## src/rtl/y86_execute_alu.sv

```systemverilog
// Y86-64 execute stage: operand selection, 64-bit ALU producing valE combinationally,
// and the ZF/SF/OF condition-code registers that only OPq instructions update.
module y86_execute_alu (
  input  logic        clk,
  input  logic        rst,
  input  logic [3:0]  icode,
  input  logic [1:0]  aluFun,
  input  logic [63:0] valC,
  input  logic [63:0] valA,
  input  logic [63:0] valB,
  output logic [63:0] valE,
  output logic        ZF,
  output logic        SF,
  output logic        OF
);

  localparam logic [3:0] I_RRMOVQ = 4'h2;
  localparam logic [3:0] I_IRMOVQ = 4'h3;
  localparam logic [3:0] I_RMMOVQ = 4'h4;
  localparam logic [3:0] I_MRMOVQ = 4'h5;
  localparam logic [3:0] I_OPQ    = 4'h6;
  localparam logic [3:0] I_CALL   = 4'h8;
  localparam logic [3:0] I_RET    = 4'h9;
  localparam logic [3:0] I_PUSHQ  = 4'hA;
  localparam logic [3:0] I_POPQ   = 4'hB;

  localparam logic [1:0] F_ADD = 2'd0;
  localparam logic [1:0] F_SUB = 2'd1;
  localparam logic [1:0] F_AND = 2'd2;

  logic [63:0] w_alu_a;
  logic [63:0] w_alu_b;
  logic [63:0] w_result;
  logic        w_zf_next;
  logic        w_sf_next;
  logic        w_of_next;
  logic        r_zf;
  logic        r_sf;
  logic        r_of;

  // Stack ops move rsp by one 8-byte word; call/push grow the stack downward.
  always_comb begin
    w_alu_a = 64'd0;
    unique case (icode)
      I_RRMOVQ, I_OPQ:            w_alu_a = valA;
      I_IRMOVQ, I_RMMOVQ, I_MRMOVQ: w_alu_a = valC;
      I_CALL, I_PUSHQ:            w_alu_a = 64'hFFFF_FFFF_FFFF_FFF8;
      I_RET, I_POPQ:              w_alu_a = 64'd8;
      default:                    w_alu_a = 64'd0;
    endcase
  end

  always_comb begin
    w_alu_b = 64'd0;
    unique case (icode)
      I_RMMOVQ, I_MRMOVQ, I_OPQ, I_CALL, I_RET, I_PUSHQ, I_POPQ: w_alu_b = valB;
      default:                                                   w_alu_b = 64'd0;
    endcase
  end

  always_comb begin
    w_result  = 64'd0;
    w_of_next = 1'b0;
    unique case (aluFun)
      F_ADD: begin
        w_result  = w_alu_b + w_alu_a;
        w_of_next = (w_alu_a[63] == w_alu_b[63]) && (w_result[63] != w_alu_a[63]);
      end
      F_SUB: begin
        w_result  = w_alu_b - w_alu_a;
        w_of_next = (w_alu_a[63] != w_alu_b[63]) && (w_result[63] != w_alu_b[63]);
      end
      F_AND: w_result = w_alu_b & w_alu_a;
      default: w_result = w_alu_b ^ w_alu_a;
    endcase
    w_zf_next = (w_result == 64'd0);
    w_sf_next = w_result[63];
  end

  // Reset state ZF=1 matches the architectural power-on condition codes.
  always_ff @(posedge clk) begin
    if (rst) begin
      r_zf <= 1'b1;
      r_sf <= 1'b0;
      r_of <= 1'b0;
    end else if (icode == I_OPQ) begin
      r_zf <= w_zf_next;
      r_sf <= w_sf_next;
      r_of <= w_of_next;
    end
  end

  assign valE = w_result;
  assign ZF   = r_zf;
  assign SF   = r_sf;
  assign OF   = r_of;

endmodule

```

## config.mk

```make
export PLATFORM = sky130hd
export DESIGN_NAME = y86_execute_alu
export DESIGN_NICKNAME = d
export VERILOG_FILES = /design/src/rtl/y86_execute_alu.sv
export SDC_FILE = /design/constraint.sdc
export NUM_CORES = 1
export LEC_CHECK = 0
export BUFFER_PORTS_ARGS = -buffer_cell sky130_fd_sc_hd__buf_2
export CAP_MARGIN = 0
export CORE_MARGIN = 2
export CORE_UTILIZATION = 45
export DETAILED_ROUTE_END_ITERATION = 6
export HOLD_SLACK_MARGIN = 0.05
export MAX_ROUTING_LAYER = met4
export PLACE_DENSITY = 0.68
export REMOVE_ABC_BUFFERS = 1
export SLEW_MARGIN = 10
export SYNTH_ARGS = -nofsm -noshare
export SYNTH_HDL_FRONTEND = slang
export SYNTH_SLANG_ARGS = --single-unit
```

## constraint.sdc

```tcl
create_clock -name clk -period 10.1 [get_ports clk]
set_clock_uncertainty 0.05 [all_clocks]
set_input_delay 1.01 -clock clk [delete_from_list [all_inputs] [get_ports clk]]
set_output_delay 1.01 -clock clk [all_outputs]
set_load 0.005 [all_outputs]
```

==> results of run 1 <==
## cells in the mapped netlist, types with 38 or more instances
cell type	n
a21oi_1	192
nor2_1	180
nor4_1	38
nor3_1	60
nand3_1	53
mux2i_1	46
a221oi_1	74
o21ai_0	110
nor2b_1	88
inv_1	127
ha_1	137
nand2_1	162
clkbuf_1	72
## logic make-up after synthesis
group                    count (synthesis)
adder cells (fa/ha/maj)                139
AND/OR/NAND/NOR                        750
AO/OA/AOI/OAI                          722
XOR/XNOR                                39
flip-flops                               3
buffers and inverters                  267
multiplexers                            52
## final timing paths
| check | startpoint | endpoint | slack [ps] | depth (start not counted) |
|---|---|---|---|---|
| max reg2reg | ZF$_SDFFE_PP1P_ | ZF$_SDFFE_PP1P_ | 9430 | 2 |
| min | OF$_SDFFE_PP0P_ | OF$_SDFFE_PP0P_ | 420 | 2 |
| min reg2reg | OF$_SDFFE_PP0P_ | OF$_SDFFE_PP0P_ | 420 | 2 |
| max | icode[0] | valE[63] | 2030 | 19 |
## report_power, final
group / leakage, nW / total [mW] / switching, mW / internal, mW
combinational: 6.26 / 1.13 / 0.751 / 0.375
sequential: 0.0243 / 0.0124 / 0.000133 / 0.0122
clock: 0.0382 / 0.0624 / 0.0104 / 0.0520
## area by class of cell
type	instances	share of cell area [%]
multi-input combinational	1702	81.5
timing repair buffer	289	10.6
inverter	133	3.53
tap	378	3.35
clock buffer	4	0.558
sequential	3	0.425
## sequential cells by signal, summed over array words and instances (netlist names)
register	count
ZF	1
OF	1
SF	1
## metrics by stage
step | util, % | power [mW] | setup WS (ps) | instance area (sq um)
2_1_floorplan | - | 0.706 | 899 | 12000
3_5_place_dp | 50.6 | 1.09 | 2290 | 14000
5_1_grt | 50.8 | 1.28 | 1920 | 14100
4_1_cts | 50.8 | 1.16 | 2260 | 14100
6_report | 50.8 | 1.20 | 2030 | 14100
3_3_place_gp | 50.6 | 1.09 | 2290 | 14000
## cells in the final DEF (no fill, tap or decap), types with 7 or more instances in the layout
cell       count
a211oi_1      31
a21o_1        22
a21oi_1      191
a221oi_1      74
a22oi_1       13
a311oi_1      11
a31oi_1       28
and2_1        14
and3_1        13
and4_1         8
buf_2        266
buf_4         23
ha_1         137
inv_1        126
inv_2          7
mux2i_1       46
nand2_1      162
nand2b_1      18
nand3_1       53
nand3b_1       9
nand4_1       37
nor2_1       177
nor2b_1       87
nor3_1        59
nor4_1        38
o2111ai_1      7
o211ai_1      29
o21a_1        17
o21ai_0      110
o21bai_1      20
o221ai_1       8
o22ai_1       12
o311ai_0      11
o31ai_1       36
or3_1         18
or4_1         14
xnor2_1       34
## per-layer routing
| metal | vias up | track usage [%] |
|---|---|---|
| met5 | - | - |
| met2 | 1104 | 65.2 |
| met3 | 193 | 5.17 |
| met1 | 7969 | 54.1 |
| met4 | 0 | 15.6 |
| li1 | 7778 | - |
## worst max-delay path: stages
cell,delay (ps)
buf_2,140
nand2_1,160
nor2_1,60
a21oi_1,210
nor2_4,50
buf_4,250
a221oi_1,530
ha_1,510
nor4_1,740
nand4_1,370
or3_1,500
o221ai_4,390
nand3_1,210
a21bo_2,270
a221oi_1,530
nor4_1,90
a31o_2,240
nor3_1,480
buf_2,220
==> reports/results.ini, run 1 <==
[run_status]
status=finished, final reports clean

[clock_tree]
cts_hold_buf=0
post_cts_buffers=0
cts.sinks=3
cts_tree=yes
cts_root_buf=clkbuf_16
cts-resized-gates=0
cts_made_buffers=3
clock_latency_ps=220
clk_pin_slew_ps=30
clk_path_buf_depth=2
htreeDepth=1

[die]
io_pins=267
die_w_microns=172
placement_rows=61
die-area_sq_um=29600
fp.dieH_microns=172
start_util_pct=45.8
coreArea_sq_um=27800

[sta]
rsz0062_at_grt=false
whs_ps=424
timing.slew.headroom_pct=11.5
fmax_mhz=124
maxSlewViolCount=0
finalSetupViolations=0
worst_pin_slew_ps=1310
timing.final.crit_share_pct=79.9
min_period_ps=8070
finalSetupTns_ps=0
hold_violations=0

[detailed_routing]
vias=17000
drc=0
wl_met1_mm=25.5
top_layer=met4
postRouteWirelength_mm=61.9
drt_iter0_drc=2023
via_per_inst=6.79
wl_met2_mm=27.3
postRouteAntennaNets=0
drt_pass1_iterations=6
met3_length_mm=6.29
drt-wirelength-per-cell_microns=24.7

[placed_design]
io_buffers=266
dp.cells=2505
gp_congestion=1.03
hpwlAfterDp_mm=49.1

[synth]
synth_area_leader_cell=ha_1
syn-cell-area_sq_um=12700
yosysUniqueCellTypes=111
netlist_top_cells_area=ha_1 13%, a21oi_1 7.5%, nor2_1 5.3%
synth-edff-count=0
yosys.area.top_type_share_pct=13.5
synthMuxAreaShare_pct=4.15
async_reset_ff_share_pct=0
synth_xor_xnor_area_share_pct=2.68
synthCells=1972
yosys.area_share.simple_pct=30.2
yosys_warnings=0
synthFlopType=dfxtp_1
syn_area_per_cell_sq_um=6.46
ys_ff_latch=3
yosysSeqAreaShare_pct=0.472
synthAdderAreaFrac_pct=13.8
synth-compound-area-share_pct=39.3
synth_top_family_by_area=compound AO/OA/AOI/OAI gates

[worst_setup_path]
critPathMaxFanout=39
cp-start-kind=primary input
critPathKind=primary input to output port
worstPathArrival_ps=7010
crit_required_ps=9040
worst_setup_path_end_kind=output port

[power]
peakVddDrop_mv=0.0508
power_density_nw_per_um2=85.0
power_leakage_nw=6.32

[final_layout]
syn2layout_area_growth_pct=11.0
final_layout_size_suffix_gt1_share_pct=17.1
multi_input_area_sq_um=11500
antenna_cells=0
fillers=3000
regArea_sq_um=60.1
final_nets=2471
finalNonFillerCells=2509

[global_routing]
grt_max_degree=64
grt_usage_pct=41.4
grt_pass1_wl_mm=92.4
gr-total-overflow=0
antenna_found_initial=0
grt_pass1_vias=15500

[job]
maxCapViolCount=0

[hold_path]
hp-class=flip-flop to flip-flop

Power figures use the tool's default switching activity.
==> run 2, diff against run 1 <==
ABC_AREA = 1   (was not set)
PLACE_DENSITY = 0.66   (was 0.68)
clock period = 7.72 ns   (was 10.1 ns; I/O delays follow)
==> reports/results.ini, run 2 <==
[clock_tree]
cts_root_buf=clkbuf_16
clock_latency_ps=230  ; about the same
htreeDepth=1  ; unchanged
cts_hold_buf=0  ; unchanged
clk_pin_slew_ps=30  ; about the same
cts-resized-gates=0  ; unchanged
post_cts_buffers=0  ; unchanged
cts_tree=yes
clk_path_buf_depth=2  ; unchanged
cts_made_buffers=3  ; unchanged
cts.sinks=3  ; unchanged

[final_layout]
fillers=4055  ; +35%
syn2layout_area_growth_pct=8.90
regArea_sq_um=60.1  ; unchanged
layout_commonest_cell=nand2_1
final_nets=3715  ; +50%
layout_common_cells=1087 x nand2_1, 663 x inv_1, 308 x nand3_1, 304 x nor2_1, 266 x buf_2
multi_input_area_sq_um=12100  ; +5.2%
final_layout_size_suffix_gt1_share_pct=14.3  ; -2.8 points
finalNonFillerCells=3831  ; +53%

[global_routing]
grt_pass1_vias=18500  ; +20%
antenna_found_initial=1  ; +1
grt_max_degree=61  ; -4.7%
grt_pass1_wl_mm=111  ; +20%
grt_usage_pct=41.6  ; +0.27 points
gr-total-overflow=0  ; unchanged

[detailed_routing]
postRouteWirelength_mm=75.1  ; +21%
postRouteAntennaNets=0  ; unchanged
drc=1  ; +1
drt_pass1_iterations=7  ; +1
via_per_inst=5.39  ; -21%
vias=20600  ; +21%
drt_iter0_drc=2443  ; +21%
drt-wirelength-per-cell_microns=19.6  ; -21%

[power]
peakVddDrop_mv=0.142  ; +180%
power_leakage_nw=10.7  ; +70%
power_density_nw_per_um2=104  ; +22%

[die]
coreArea_sq_um=34300  ; +23%
start_util_pct=45.3  ; -0.49 points
placement_rows=68  ; +11%
io_pins=267  ; unchanged
die-area_sq_um=36000  ; +22%
die_w_microns=190  ; +10%
fp.dieH_microns=190  ; +10%

[sta]
fmax_mhz=169
min_period_ps=5910
finalSetupTns_ps=0  ; unchanged
maxSlewViolCount=0  ; unchanged
rsz0062_at_grt=false
worst_pin_slew_ps=1030  ; -282 ps
finalSetupViolations=0  ; unchanged
timing.final.crit_share_pct=76.6
hold_violations=0  ; unchanged
timing.slew.headroom_pct=31.2  ; +20 points

[worst_setup_path]
cp-start-kind=primary input
worstPathArrival_ps=5090  ; -1920 ps
critPathKind=primary input to output port
critPathMaxFanout=39  ; unchanged
worst_setup_path_end_kind=output port
crit_required_ps=6900  ; -2140 ps
reg2reg_slack_ps=7070  ; -2360 ps

[run_status]
violations=DRC
status=finished, violations left

[synth]
synthTopCellsByCount=1087 x nand2_1, 663 x inv_1, 308 x nand3_1, 306 x nor2_1, 137 x ha_1
yosys_warnings=0  ; unchanged
synthCells=3196  ; +62%
synthMuxAreaShare_pct=0  ; -4.1 points
async_reset_ff_share_pct=0  ; unchanged
synth_top_family_by_area=simple AND/OR/NAND/NOR gates
yosysUniqueCellTypes=52  ; -53%
yosys.area.top_type_share_pct=26.3  ; +13 points
ys_ff_latch=3  ; unchanged
syn-cell-area_sq_um=15500  ; +22%
yosysSeqAreaShare_pct=0.386  ; -0.085 points
yosys.area_share.simple_pct=52.8  ; +23 points
synth-edff-count=0  ; unchanged
syn_area_per_cell_sq_um=4.86  ; -25%
synth-compound-area-share_pct=13.5  ; -26 points
netlist_top_cells_area=nand2_1 26%, inv_1 16%, ha_1 11%
synthAdderAreaFrac_pct=11.3  ; -2.5 points
synth_area_leader_cell=nand2_1
synth_xor_xnor_area_share_pct=0.0564  ; -2.6 points
synthFlopType=dfxtp_1
yosysMostFrequentCell=nand2_1

[hold_path]
hp-class=flip-flop to flip-flop

[placed_design]
io_buffers=266  ; unchanged
dp.cells=3826  ; +53%
hpwlAfterDp_mm=63.4  ; +29%
gp_congestion=1.06  ; +2.7%

[job]
maxCapViolCount=0  ; unchanged

[run 2: cell types whose count changed in the layout (fill, tap and decap cells not counted), moves of 54 or more]
cell,change
nand2_1,+925
inv_1,+537
nand3_1,+255
nor2_1,+127
nor2b_1,-87
a21oi_1,-66
nor2_2,+54
[run 2: critical path, stage by stage]
cell      delay [ps]
buf_2            100
nand2_1          100
nand2_1           80
nand2_1          100
inv_2            410
buf_4            490
a221oi_1         190
ha_1             660
nand2_1          180
nor2_1           400
nand2_1          290
inv_1            100
nand2_1           70
nand2_1          110
nand2_1          130
nand2_1          190
nand2_1          100
nand2_1           70
nand2_1           40
nand3_1           80
nand3_1          100
nand2_1           90
inv_1             40
buf_2            120
[run 2: cells by family (layout without fill, tap and decap cells)]
kind of cell,after synthesis,in the layout
AOI/OAI and AO/OA,338,338
xor gates and xnor gates,1,1
adders and majority gates,139,139
buffers and inverters,815,994
DFF,3,3
other,0,1
and+or+nand+nor,1900,1900
[run 2: path summary, 6_finish.rpt]
| kind | from | to | depth (start not counted) |
|---|---|---|---|
| setup / recovery | icode[0] | valE[48] | 24 |
| hold / removal | ZF$_SDFFE_PP1P_ | ZF$_SDFFE_PP1P_ | 2 |
| setup reg to reg | ZF$_SDFFE_PP1P_ | ZF$_SDFFE_PP1P_ | 2 |
| hold reg to reg | ZF$_SDFFE_PP1P_ | ZF$_SDFFE_PP1P_ | 2 |
[run 2: metal layers]
layer | part of all wire (%) | routed length (microns) | GRT usage (%)
met2 | 40 | 29900 | 59.4
met1 | 44 | 33200 | 58.0
met4 | 3.0 | 2250 | 10.6
met5 | 0 | 0 | -
met3 | 13 | 9670 | 10.4
[run 2: cell type report]
type / instances / share of cell area (%)
tap: 455 / 3.36
timing repair buffer: 278 / 8.47
sequential: 3 / 0.355
multi-input combinational: 2378 / 71.5
clock buffer: 4 / 0.466
antenna: 1 / 0.0148
inverter: 712 / 15.8
[run 2: metrics by stage]
step	instance area, sq um	util [%]	total power [mW]	setup WS (ps)	hold WS [ps]
CTS	16900	49.4	1.70	2040	404
global route	16900	49.4	1.90	1510	432
floorplan	14800	-	1.03	910	406
detailed placement	16800	49.1	1.60	2060	395
finish	16900	49.4	1.76	1810	401
global placement	16800	49.1	1.62	1930	398
[run 2: power breakdown]
group / switching (mW) / leakage (nW) / internal (mW)
Sequential: 0.000149 / 0.0243 / 0.0160
Combinational: 1.19 / 10.7 / 0.475
Clock: 0.0172 / 0.0382 / 0.0684
Total: 1.20 / 10.7 / 0.559
